==> config.mk <==
export PLATFORM = sky130hd
export DESIGN_NAME = mini_calc_3
export DESIGN_NICKNAME = d
export VERILOG_FILES = /design/src/rtl/mini_calc_3_pkg.sv /design/src/rtl/mini_calc_3_bcd.sv /design/src/rtl/mini_calc_3.sv
export SDC_FILE = /design/constraint.sdc
export NUM_CORES = 1
export LEC_CHECK = 0
export CORE_ASPECT_RATIO = 1.1
export CORE_MARGIN = 2
export CORE_UTILIZATION = 60
export DETAILED_ROUTE_END_ITERATION = 6
export GPL_TIMING_DRIVEN = 0
export HOLD_SLACK_MARGIN = 0.15
export PLACE_DENSITY = 0.87
export SLEW_MARGIN = 20
export SYNTH_ARGS = -nofsm -noshare
export SYNTH_HDL_FRONTEND = slang
export SYNTH_SLANG_ARGS = --single-unit
export TNS_END_PERCENT = 10
==> constraint.sdc <==
create_clock -name Clk -period 5.6 [get_ports Clk]
set_clock_uncertainty 0.05 [all_clocks]
set_input_delay 1.12 -clock Clk [delete_from_list [all_inputs] [get_ports Clk]]
set_output_delay 1.12 -clock Clk [all_outputs]
set_load 0.1 [all_outputs]
==> src/rtl/mini_calc_3_pkg.sv <==
// Shared types and command bytes for the mini_calc_3 counter/calculator.
// Query support (ST_QWAIT/ST_QSEND) exists only with MINI_CALC_3_QUERY_EN.
package mini_calc_3_pkg;

  typedef enum logic [1:0] {
    MODE_STOP = 2'b00,
    MODE_UP   = 2'b01,
    MODE_DOWN = 2'b10
  } mode_e;

  typedef enum logic [1:0] {
    ST_IDLE  = 2'd0,
    ST_LOAD  = 2'd1
`ifdef MINI_CALC_3_QUERY_EN
    ,
    ST_QWAIT = 2'd2,
    ST_QSEND = 2'd3
`endif
  } state_e;

  localparam logic [7:0] CMD_S  = 8'h53;
  localparam logic [7:0] CMD_U  = 8'h55;
  localparam logic [7:0] CMD_D  = 8'h44;
  localparam logic [7:0] CMD_R  = 8'h52;
  localparam logic [7:0] CMD_L  = 8'h4C;
  localparam logic [7:0] CMD_Q  = 8'h51;
  localparam logic [7:0] CMD_CR = 8'h0D;
  localparam logic [7:0] CMD_LF = 8'h0A;

  function automatic logic [7:0] to_ascii(
    input logic [3:0] d
  );
    return {4'h3, d};
  endfunction

endpackage

==> src/rtl/mini_calc_3_bcd.sv <==
// Free-running double-dabble converter: one load cycle then
// DATA_WIDTH shift cycles; bcd and a done pulse publish together.
module mini_calc_3_bcd #(
  parameter int DATA_WIDTH = 16,
  parameter int DIGITS     = 4
) (
  input  logic                  clk,
  input  logic                  rst_n,
  input  logic                  start,
  input  logic [DATA_WIDTH-1:0] bin,
  output logic                  done,
  output logic [4*DIGITS-1:0]   bcd
);

  localparam int BW = 4 * DIGITS;
  localparam int NW = $clog2(DATA_WIDTH + 1);

  logic                  busy_q;
  logic [NW-1:0]         cnt_q;
  logic [DATA_WIDTH-1:0] sh_q;
  logic [BW-1:0]         acc_q;
  logic [BW-1:0]         adj;
  logic [BW-1:0]         nxt;
  logic                  done_q;
  logic [BW-1:0]         bcd_q;

  always_comb begin
    adj = acc_q;
    for (int i = 0; i < DIGITS; i++) begin
      if (acc_q[4*i +: 4] >= 4'd5)
        adj[4*i +: 4] = acc_q[4*i +: 4] + 4'd3;
    end
    nxt = {adj[BW-2:0], sh_q[DATA_WIDTH-1]};
  end

  always_ff @(posedge clk or negedge rst_n) begin
    if (!rst_n) begin
      busy_q <= 1'b0;
      cnt_q  <= '0;
      sh_q   <= '0;
      acc_q  <= '0;
      done_q <= 1'b0;
      bcd_q  <= '0;
    end else begin
      done_q <= 1'b0;
      if (!busy_q) begin
        if (start) begin
          busy_q <= 1'b1;
          cnt_q  <= NW'(DATA_WIDTH);
          sh_q   <= bin;
          acc_q  <= '0;
        end
      end else begin
        acc_q <= nxt;
        sh_q  <= sh_q << 1;
        cnt_q <= cnt_q - 1'b1;
        if (cnt_q == NW'(1)) begin
          busy_q <= 1'b0;
          done_q <= 1'b1;
          bcd_q  <= nxt;
        end
      end
    end
  end

  assign done = done_q;
  assign bcd  = bcd_q;

endmodule

==> src/rtl/mini_calc_3.sv <==
// Command-driven up/down counter with decimal load and BCD readout.
// Define MINI_CALC_3_QUERY_EN to enable the 'Q' ASCII query response.
module mini_calc_3
  import mini_calc_3_pkg::*;
#(
  parameter int DIGITS     = 4,
  parameter int DATA_WIDTH = 16,
  parameter int MAX_VALUE  = 9999,
  parameter int WRAP       = 1
) (
  input  logic                  Clk,
  input  logic                  Reset,
  input  logic                  Tick,
  input  logic [7:0]            RxData,
  input  logic                  RxValid,
  output logic                  RxReady,
  output logic [7:0]            TxData,
  output logic                  TxValid,
  input  logic                  TxReady,
  output logic [DATA_WIDTH-1:0] Value,
  output logic [4*DIGITS-1:0]   Bcd,
  output logic [1:0]            Mode,
  output logic                  LimitReached
);

  localparam int CW = $clog2(DIGITS + 1);
  localparam logic [DATA_WIDTH-1:0] MAXV =
    DATA_WIDTH'(MAX_VALUE);

  state_e                state_q, state_d;
  mode_e                 mode_q, mode_d;
  logic [DATA_WIDTH-1:0] value_q, value_d;
  logic [DATA_WIDTH-1:0] acc_q, acc_d;
  logic [CW-1:0]         ndig_q, ndig_d;
  logic                  commit_q, commit_d;
  logic [DATA_WIDTH-1:0] cval_q, cval_d;
  logic                  lim_q, lim_d;
  logic                  rdy_q, rdy_d;
  logic                  ld_win;
  logic                  rx_fire;
  logic                  is_dig;
  logic                  cv_done;

  assign rx_fire = RxValid && rdy_q;
  assign is_dig  = (RxData >= 8'h30) && (RxData <= 8'h39);

  mini_calc_3_bcd #(
    .DATA_WIDTH(DATA_WIDTH),
    .DIGITS    (DIGITS)
  ) u_bcd (
    .clk  (Clk),
    .rst_n(Reset),
    .start(1'b1),
    .bin  (value_q),
    .done (cv_done),
    .bcd  (Bcd)
  );

  always_comb begin
    state_d  = state_q;
    mode_d   = mode_q;
    value_d  = value_q;
    acc_d    = acc_q;
    ndig_d   = ndig_q;
    cval_d   = cval_q;
    commit_d = 1'b0;
    lim_d    = 1'b0;
    ld_win   = 1'b0;
    if (commit_q) begin
      value_d = cval_q;
      ld_win  = 1'b1;
    end
    unique case (state_q)
      ST_IDLE: begin
        if (rx_fire) begin
          case (RxData)
            CMD_S: mode_d = MODE_STOP;
            CMD_U: mode_d = MODE_UP;
            CMD_D: mode_d = MODE_DOWN;
            CMD_R: begin
              value_d = '0;
              ld_win  = 1'b1;
            end
            CMD_L: begin
              state_d = ST_LOAD;
              acc_d   = '0;
              ndig_d  = '0;
            end
`ifdef MINI_CALC_3_QUERY_EN
            CMD_Q: state_d = ST_QWAIT;
`endif
            default: ;
          endcase
        end
      end
      ST_LOAD: begin
        if (rx_fire) begin
          if (is_dig) begin
            if (ndig_q < CW'(DIGITS)) begin
              acc_d = acc_q * DATA_WIDTH'(10)
                    + DATA_WIDTH'(RxData[3:0]);
              ndig_d = ndig_q + 1'b1;
            end
          end else if (RxData == CMD_CR) begin
            commit_d = 1'b1;
            cval_d   = (acc_q > MAXV) ? MAXV : acc_q;
            state_d  = ST_IDLE;
          end else begin
            state_d = ST_IDLE;
          end
        end
      end
`ifdef MINI_CALC_3_QUERY_EN
      ST_QWAIT: begin
        if (cv_done)
          state_d = ST_QSEND;
      end
      ST_QSEND: begin
        if (TxValid && TxReady && TxData == CMD_LF)
          state_d = ST_IDLE;
      end
`endif
      default: state_d = ST_IDLE;
    endcase
    // A load or clear in the same cycle swallows the tick
    if (!ld_win && Tick) begin
      unique case (mode_q)
        MODE_UP: begin
          if (value_q == MAXV) begin
            lim_d = 1'b1;
            if (WRAP != 0)
              value_d = '0;
          end else begin
            value_d = value_q + 1'b1;
          end
        end
        MODE_DOWN: begin
          if (value_q == '0) begin
            lim_d = 1'b1;
            if (WRAP != 0)
              value_d = MAXV;
          end else begin
            value_d = value_q - 1'b1;
          end
        end
        default: ;
      endcase
    end
    rdy_d = (state_d == ST_IDLE) || (state_d == ST_LOAD);
  end

  always_ff @(posedge Clk or negedge Reset) begin
    if (!Reset) begin
      state_q  <= ST_IDLE;
      mode_q   <= MODE_STOP;
      value_q  <= '0;
      acc_q    <= '0;
      ndig_q   <= '0;
      commit_q <= 1'b0;
      cval_q   <= '0;
      lim_q    <= 1'b0;
      rdy_q    <= 1'b0;
    end else begin
      state_q  <= state_d;
      mode_q   <= mode_d;
      value_q  <= value_d;
      acc_q    <= acc_d;
      ndig_q   <= ndig_d;
      commit_q <= commit_d;
      cval_q   <= cval_d;
      lim_q    <= lim_d;
      rdy_q    <= rdy_d;
    end
  end

`ifdef MINI_CALC_3_QUERY_EN
  logic [7:0]          tx_data_q;
  logic                tx_valid_q;
  logic [CW-1:0]       idx_q;
  logic [4*DIGITS-1:0] sh_q;

  // idx_q counts bytes already accepted; byte DIGITS is the LF
  always_ff @(posedge Clk or negedge Reset) begin
    if (!Reset) begin
      tx_data_q  <= '0;
      tx_valid_q <= 1'b0;
      idx_q      <= '0;
      sh_q       <= '0;
    end else if (state_q == ST_QWAIT && cv_done) begin
      tx_valid_q <= 1'b1;
      tx_data_q  <= to_ascii(Bcd[4*DIGITS-1 -: 4]);
      sh_q       <= Bcd << 4;
      idx_q      <= '0;
    end else if (tx_valid_q && TxReady) begin
      if (idx_q == CW'(DIGITS)) begin
        tx_valid_q <= 1'b0;
        tx_data_q  <= '0;
      end else if (idx_q == CW'(DIGITS - 1)) begin
        tx_data_q <= CMD_LF;
        idx_q     <= idx_q + 1'b1;
      end else begin
        tx_data_q <= to_ascii(sh_q[4*DIGITS-1 -: 4]);
        sh_q      <= sh_q << 4;
        idx_q     <= idx_q + 1'b1;
      end
    end
  end

  assign TxData  = tx_data_q;
  assign TxValid = tx_valid_q;
`else
  logic unused_tx;
  assign unused_tx = TxReady ^ cv_done;
  assign TxData    = '0;
  assign TxValid   = 1'b0;
`endif

  assign RxReady      = rdy_q;
  assign Value        = value_q;
  assign Mode         = mode_q;
  assign LimitReached = lim_q;

endmodule

======== After elaboration in Yosys (flattened, before gate mapping) ========
Cells that the tools add are included.
operators by class
  $add $sub $neg .......................... 9
  multiply operators ...................... 1
  $lt $le $gt $ge ......................... 8
  equality and inequality tests ........... 17
  muxes and demuxes ....................... 48
  bitwise gates (word level) .............. 1
  reductions and logical operators ........ 14
operators by type and width
  cell                                                                                  number
  16-bit two-way mux                                                                    15
  16-bit one-hot mux with 2 select lines                                                2
  8-bit by 7-bit equality test with 1-bit output (second input constant)                5
  3-bit two-way mux                                                                     6
  16-bit by 1-bit adder with 16-bit output (second input constant)                      1
  16-bit by 4-bit adder with 16-bit output                                              1
  16-bit by 14-bit equality test with 1-bit output (second input constant)              1
  4-bit by 3-bit greater-or-equal comparator with 1-bit output (second input constant)  4
  16-bit by 14-bit > comparator with 1-bit output (second input constant)               1
  16-bit zero test                                                                      1
  16-bit by 3-bit multiplier with 15-bit output (second input constant)                 1
  16-bit by 1-bit subtractor with 16-bit output (second input constant)                 1
  1-bit two-way mux                                                                     13
  4-bit by 2-bit adder with 4-bit output (second input constant)                        3
  4-bit two-way mux                                                                     3
  8-bit by 4-bit equality test with 1-bit output (second input constant)                1
  8-bit by 6-bit greater-or-equal comparator with 1-bit output (second input constant)  1
  8-bit by 6-bit less-or-equal comparator with 1-bit output (second input constant)     1
  2-bit two-way mux                                                                     4
  2-bit != test (second input constant)                                                 4
  2-bit by 1-bit equality test with 1-bit output (second input constant)                3
  2-bit one-hot mux with 3 select lines                                                 1
  3-bit one-hot mux with 2 select lines                                                 1
  6-bit AND reduction                                                                   1
  20 further kinds                                                                      23
word-level totals
  register bits ........................... 112
  input bits .............................. 13
  output and inout bits ................... 45
  word-level logic and storage cells ...... 112

======== Logic depth before layout (Yosys ltp) ========
  word-level depth ........................ 7
  mapped depth ............................ 10

======== By module ========
From an unflattened synthesis, not the netlist that was laid out.
unflattened totals
  cell total of the unflattened synthesis .. 753
  area total of the unflattened synthesis .. 7,200.7 µm²
modules (own cells, without submodules)
  module           times used  cells an instance  area each (µm²)  sequential area each (µm²)
  mini_calc_3      1           508                4,526.8          1,451.4
  mini_calc_3_bcd  1           245                2,673.8          1,376.3

======== Worst setup path after synthesis ========
Ideal clock, no wire load.
  path kind ............................... input -> register
  start point ............................. in RxData[7]
  end point ............................... reg acc_q[15]
  setup time .............................. 0.080 ns
  arrival time ............................ 2.930 ns
  data required time ...................... 5.470 ns
  slack ................................... 2.540 ns
  cell stages on the path ................. 8
  path buffers ............................ 1
  cells stage by stage .................... or4b_4 or3b_1 o32ai_2 o21ai_2 or2_0 buf_2 a311o_1 o211ai_2
between the ends
  longest elaborated chain between the ends .. 4
  elaborated cells between the ends (all ways) .. 7
  classes of those cells .................. order compare: 2; eq/ne: 3; reduce/logical: 2
RTL lines
  what                                                                                                                                       line                RTL
  from (decl)                                                                                                                                mini_calc_3.sv:14   input logic [7:0] RxData,
  8-bit by 6-bit greater-or-equal comparator with 1-bit output or 8-bit by 6-bit less-or-equal comparator with 1-bit output (tied branches)  mini_calc_3.sv:45   assign is_dig = (RxData >= 8'h30) && (RxData <= 8'h39);
  1-bit logical AND                                                                                                                          mini_calc_3.sv:45
  2-bit != test (no line)                                                                                                                    n/a
  6-bit AND reduction (no line) *                                                                                                            n/a
  to (signal assigned)                                                                                                                       mini_calc_3.sv:157  acc_q <= '0;
  to (signal assigned)                                                                                                                       mini_calc_3.sv:167  acc_q <= acc_d;
  to (decl)                                                                                                                                  mini_calc_3.sv:33   logic [DATA_WIDTH-1:0] acc_q, acc_d;
Mark *: on every way between the ends. The rest lies on a longest branch, timed or not.
A chain may end at the register's enable or synchronous reset.

======== Final worst setup path ========
  start point ............................. in RxData[2]
  end point ............................... reg cval_q[10]
between the ends
  longest elaborated chain between the ends .. 4
  elaborated cells between the ends (all ways) .. 6
  classes of those cells .................. order compare: 2; eq/ne: 1; bitwise: 1; reduce/logical: 2
RTL lines
  what                                                                                                                                       line                RTL
  8-bit by 6-bit greater-or-equal comparator with 1-bit output or 8-bit by 6-bit less-or-equal comparator with 1-bit output (tied branches)  mini_calc_3.sv:45
  1-bit logical AND                                                                                                                          mini_calc_3.sv:45
  1-bit inverter (no line)                                                                                                                   n/a
  4-bit AND reduction (no line) *                                                                                                            n/a
  to (signal assigned)                                                                                                                       mini_calc_3.sv:170  cval_q <= cval_d;
  to (decl)                                                                                                                                  mini_calc_3.sv:36   logic [DATA_WIDTH-1:0] cval_q, cval_d;
Marks and branches as above.

==> flow_results.xml <==
<?xml version="1.0" encoding="UTF-8"?>
<metrics>
  <group name="global_route">
    <metric name="grt_pass1_vias" unit="">5492</metric>
    <metric name="grt_pass1_wl" unit="um">26900</metric>
    <metric name="track_usage" unit="%">28.1</metric>
    <metric name="grt_max_degree" unit="">64</metric>
    <metric name="overflow" unit="">0</metric>
    <metric name="antenna_found_initial" unit="">0</metric>
  </group>
  <group name="clock_tree">
    <metric name="clock_tree.htree_level_count" unit="">3</metric>
    <metric name="insertion_delay" unit="ns">0.36</metric>
    <metric name="holdBufCountCts" unit="">0</metric>
    <metric name="cts.repair.resized" unit="">0</metric>
    <metric name="postCtsSetupBuffers" unit="">0</metric>
    <metric name="tritoncts" unit="">yes</metric>
    <metric name="number_of_buffers_added_by_the_clock_tree_synthesis_step" unit="">9</metric>
    <metric name="clkSlewWorstSetupHoldPaths" unit="ns">0.07</metric>
    <metric name="clock-sinks" unit="">112</metric>
    <metric name="clock_path_buffers" unit="">2</metric>
    <metric name="clock_tree.root_cell" unit="">sky130_fd_sc_hd__clkbuf_16</metric>
  </group>
  <group name="setup_path">
    <metric name="end_kind" unit="">flop</metric>
    <metric name="cp_cell_sequence" unit="">clkdlybuf4s50_1, or4b_1, nor2_1, nand4_1, clkbuf_1, a2111o_1, o22a_1</metric>
    <metric name="crit_path_max_fanout" unit="">10</metric>
    <metric name="timing.setup.critical_path_class" unit="">primary input to flop</metric>
    <metric name="regToRegSetupSlack" unit="ns">2.29</metric>
    <metric name="worst_path_largest_cell_delay" unit="ns">0.65</metric>
    <metric name="timing.critical_path.required" unit="ns">5.79</metric>
    <metric name="reg_to_reg_start" unit="">acc_q[1]</metric>
    <metric name="crit_arrival" unit="ns">3.77</metric>
    <metric name="critical-path-slowest-cell" unit="">sky130_fd_sc_hd__clkdlybuf4s50_1</metric>
    <metric name="regToRegEndpoint" unit="">acc_q[15]</metric>
    <metric name="reg2reg_depth" unit="">10</metric>
    <metric name="cp-start-kind" unit="">primary input</metric>
  </group>
  <group name="route">
    <metric name="antenna_left" unit="">0</metric>
    <metric name="remaining_drc_errors" unit="">0</metric>
    <metric name="vias_per_cell" unit="">6.16</metric>
    <metric name="detail_route.wirelength" unit="um">15900</metric>
    <metric name="drt_iter0_drc" unit="">450</metric>
    <metric name="firstDrtPassIters" unit="">5</metric>
    <metric name="num_vias" unit="">5419</metric>
    <metric name="avgRoutedWirePerCell" unit="um">18.0</metric>
  </group>
  <group name="timing">
    <metric name="final.setup.worst_slack" unit="ns">2.03</metric>
    <metric name="tns" unit="ns">0</metric>
    <metric name="timing.final.max_slew_violations" unit="">0</metric>
    <metric name="final-hold-violation-count" unit="">0</metric>
    <metric name="worst-slew-pin-transition" unit="ns">0.986</metric>
    <metric name="post-route-period-util" unit="%">63.8</metric>
    <metric name="final.min_clock_period" unit="ns">3.57</metric>
    <metric name="fmaxAchievable" unit="MHz">280</metric>
    <metric name="setup_violators_final" unit="">0</metric>
    <metric name="grt_setup_unrepaired" unit="">no</metric>
    <metric name="max-slew-margin-rel" unit="%">34.1</metric>
  </group>
  <group name="yosys">
    <metric name="ys_async_sr_fraction" unit="%">100</metric>
    <metric name="yosys_warnings" unit="">0</metric>
    <metric name="synthesis.instances" unit="">660</metric>
    <metric name="ys_seq_area_share" unit="%">42.6</metric>
    <metric name="ys_seq_elements" unit="">112</metric>
    <metric name="synthDistinctLibCells" unit="">72</metric>
    <metric name="synthFlopType" unit="">sky130_fd_sc_hd__dfrtp_1</metric>
    <metric name="syn_area_per_cell" unit="um2">9.96</metric>
    <metric name="post_synth_instance_area" unit="mm2">0.00658</metric>
    <metric name="number_of_flops_mapped_to_enable_cells_by_yosys" unit="">0</metric>
  </group>
  <group name="finish">
    <metric name="post_route_cells_drive_above_1_share" unit="%">8.59</metric>
    <metric name="final_standard_cell_utilization_of_the_core" unit="%">70.3</metric>
    <metric name="design.final.nets" unit="">785</metric>
    <metric name="layout-area-overhead-vs-synth" unit="%">15.5</metric>
    <metric name="antenna_cells" unit="">0</metric>
  </group>
  <group name="floorplanning">
    <metric name="core_area" unit="mm2">0.0108</metric>
    <metric name="starting_density" unit="%">60.8</metric>
    <metric name="design.die.area" unit="mm2">0.0118</metric>
    <metric name="die_height" unit="um">114</metric>
    <metric name="num_rows" unit="">40</metric>
    <metric name="floorplan.die.width" unit="um">104</metric>
    <metric name="ioPinCount" unit="">58</metric>
  </group>
  <group name="power">
    <metric name="p_per_area" unit="mW/mm2">413</metric>
    <metric name="power_leakage" unit="nW">3.36</metric>
    <metric name="finalPower" unit="W">0.00313</metric>
    <metric name="vdd_ir_drop_max" unit="mV">0.271</metric>
  </group>
  <group name="job">
    <metric name="maxCapViolations" unit="">0</metric>
  </group>
  <group name="placement">
    <metric name="place.detailed.hpwl" unit="um">11800</metric>
    <metric name="port_buffers" unit="">47</metric>
    <metric name="gp_congestion" unit="">0.914</metric>
    <metric name="place_ws" unit="ns">1.64</metric>
  </group>
  <group name="hold_path">
    <metric name="worst_hold_path_type" unit="">flop to flop</metric>
    <metric name="timing.hold.worst.start" unit="">u_bcd.sh_q[14]</metric>
    <metric name="holdPathStages" unit="">1</metric>
    <metric name="timing.hold.worst_endpoint" unit="">u_bcd.sh_q[15]</metric>
  </group>
  <group name="status">
    <metric name="outcome" unit="">completed</metric>
  </group>
</metrics>
logic make-up after synthesis:
logic type,synth area share (%)
buffers and inverters,4.32
and+or+nand+nor,15.9
muxes,5.92
DFF,42.6
adders and majority gates,8.60
AOI/OAI and AO/OA,18.8
other,0.114
xor gates and xnor gates,3.73
metal layers:
layer  part of all wire, %  track usage, %
met1                    41            34.1
met2                    52            51.5
met3                   4.8            3.94
met4                   2.2            9.37
met5                     0               0
power by group:
| part | switching [W] | internal [W] | leakage (nW) |
|---|---|---|---|
| clock | 0.000305 | 0.000354 | 0.142 |
| combinational | 0.00100 | 0.000393 | 1.78 |
| sequential | 0.000130 | 0.000948 | 1.45 |
| total | 0.00144 | 0.00170 | 3.36 |
Yosys cell counts (3+ instances only):
cell / number / area (um2)
sky130_fd_sc_hd__dfrtp_1: 112 / 2800
sky130_fd_sc_hd__nand2_1: 49 / 184
sky130_fd_sc_hd__o21ai_0: 45 / 225
sky130_fd_sc_hd__ha_1: 42 / 526
sky130_fd_sc_hd__a21oi_1: 29 / 145
sky130_fd_sc_hd__nor2_1: 29 / 109
sky130_fd_sc_hd__clkbuf_1: 26 / 97.6
sky130_fd_sc_hd__inv_1: 26 / 97.6
sky130_fd_sc_hd__mux2_2: 23 / 259
sky130_fd_sc_hd__nor2b_1: 20 / 125
sky130_fd_sc_hd__xnor2_1: 20 / 175
sky130_fd_sc_hd__a211oi_1: 16 / 120
sky130_fd_sc_hd__and2_1: 15 / 93.8
sky130_fd_sc_hd__nor3_1: 15 / 75.1
sky130_fd_sc_hd__mux2i_1: 13 / 130
sky130_fd_sc_hd__nand3_1: 13 / 65.1
sky130_fd_sc_hd__nand4_1: 13 / 81.3
sky130_fd_sc_hd__a22o_1: 11 / 96.3
sky130_fd_sc_hd__buf_4: 9 / 67.6
sky130_fd_sc_hd__a221oi_1: 8 / 70.1
sky130_fd_sc_hd__nor3b_1: 8 / 60.1
sky130_fd_sc_hd__o22a_1: 8 / 70.1
sky130_fd_sc_hd__xor2_1: 8 / 70.1
sky130_fd_sc_hd__and3_1: 7 / 43.8
sky130_fd_sc_hd__o211ai_1: 7 / 52.6
sky130_fd_sc_hd__o221ai_1: 7 / 61.3
sky130_fd_sc_hd__nand2b_1: 6 / 37.5
sky130_fd_sc_hd__nor4_1: 6 / 37.5
sky130_fd_sc_hd__a221o_1: 5 / 50.1
sky130_fd_sc_hd__a21o_1: 4 / 30.0
sky130_fd_sc_hd__o31ai_1: 4 / 30.0
sky130_fd_sc_hd__o21a_1: 3 / 22.5
placed cells by master (no fill, tap or decap), types with 3 or more instances in the layout:
cell type | Yosys | final
sky130_fd_sc_hd__a211oi_1 | 16 | 16
sky130_fd_sc_hd__a21o_1 | 4 | 4
sky130_fd_sc_hd__a21oi_1 | 29 | 29
sky130_fd_sc_hd__a221o_1 | 5 | 5
sky130_fd_sc_hd__a221oi_1 | 8 | 8
sky130_fd_sc_hd__a22o_1 | 11 | 11
sky130_fd_sc_hd__and2_1 | 15 | 15
sky130_fd_sc_hd__and3_1 | 7 | 7
sky130_fd_sc_hd__buf_4 | 9 | 9
sky130_fd_sc_hd__clkbuf_1 | 26 | 27
sky130_fd_sc_hd__clkbuf_16 | 0 | 9
sky130_fd_sc_hd__clkdlybuf4s50_1 | 0 | 46
sky130_fd_sc_hd__conb_1 | 2 | 11
sky130_fd_sc_hd__dfrtp_1 | 112 | 112
sky130_fd_sc_hd__ha_1 | 42 | 42
sky130_fd_sc_hd__inv_1 | 26 | 26
sky130_fd_sc_hd__mux2_2 | 23 | 23
sky130_fd_sc_hd__mux2i_1 | 13 | 13
sky130_fd_sc_hd__nand2_1 | 49 | 49
sky130_fd_sc_hd__nand2b_1 | 6 | 6
sky130_fd_sc_hd__nand3_1 | 13 | 13
sky130_fd_sc_hd__nand4_1 | 13 | 13
sky130_fd_sc_hd__nor2_1 | 29 | 29
sky130_fd_sc_hd__nor2b_1 | 20 | 20
sky130_fd_sc_hd__nor3_1 | 15 | 15
sky130_fd_sc_hd__nor3b_1 | 8 | 8
sky130_fd_sc_hd__nor4_1 | 6 | 6
sky130_fd_sc_hd__o211ai_1 | 7 | 7
sky130_fd_sc_hd__o21a_1 | 3 | 3
sky130_fd_sc_hd__o21ai_0 | 45 | 45
sky130_fd_sc_hd__o221ai_1 | 7 | 7
sky130_fd_sc_hd__o22a_1 | 8 | 8
sky130_fd_sc_hd__o31ai_1 | 4 | 4
sky130_fd_sc_hd__xnor2_1 | 20 | 20
sky130_fd_sc_hd__xor2_1 | 8 | 8
flip-flops by register name (all words and copies together) (netlist names):
signal	cells
u_bcd.bcd	16
u_bcd.busy_q	1
state_q	2
acc_q	16
LimitReached	1
RxReady	1
cval_q	16
commit_q	1
Value	16
u_bcd.acc_q	16
Mode	2
u_bcd.cnt_q	5
u_bcd.sh_q	16
ndig_q	3
through the flow:
| step | cells | area (um2) | hold slack [ns] |
|---|---|---|---|
| finish | 880 | 7590 | 0.432 |
| global route | 880 | 7590 | 0.448 |
| CTS | 880 | 7590 | 0.435 |
| detailed placement | 864 | 7290 | 0.406 |
| global placement | 863 | 7260 | 0.402 |
| floorplan | 669 | 6610 | 0.380 |
worst max path at each step:
stage	from	endpoint	slack, ns
final	RxData[2]	cval_q[10]	2.03
after global routing	RxData[2]	cval_q[0]	1.85
after global placement	Reset	acc_q[9]	-0.67
after CTS	RxData[2]	cval_q[10]	2.02
after detailed placement	RxData[2]	cval_q[10]	1.64
after floorplan	RxData[7]	acc_q[15]	2.54
cell type report:
class | instances | area [um2]
Sequential cell | 112 | 2800
Fill cell | 851 | 3220
Buffer | 39 | 183
Inverter | 27 | 101
Multi-Input combinational cell | 491 | 3520
Clock inverter | 6 | 73.8
Tap cell | 147 | 184
Timing Repair Buffer | 48 | 499
Clock buffer | 10 | 229
worst max-delay path: cells and delay by family:
| kind | cells | cell delay (ns) |
|---|---|---|
| AOI/OAI and AO/OA | 2 | 0.78 |
| and+or+nand+nor | 3 | 0.93 |
| buffers and inverters | 2 | 0.93 |
No activity file was read; power rests on OpenSTA's default activity.
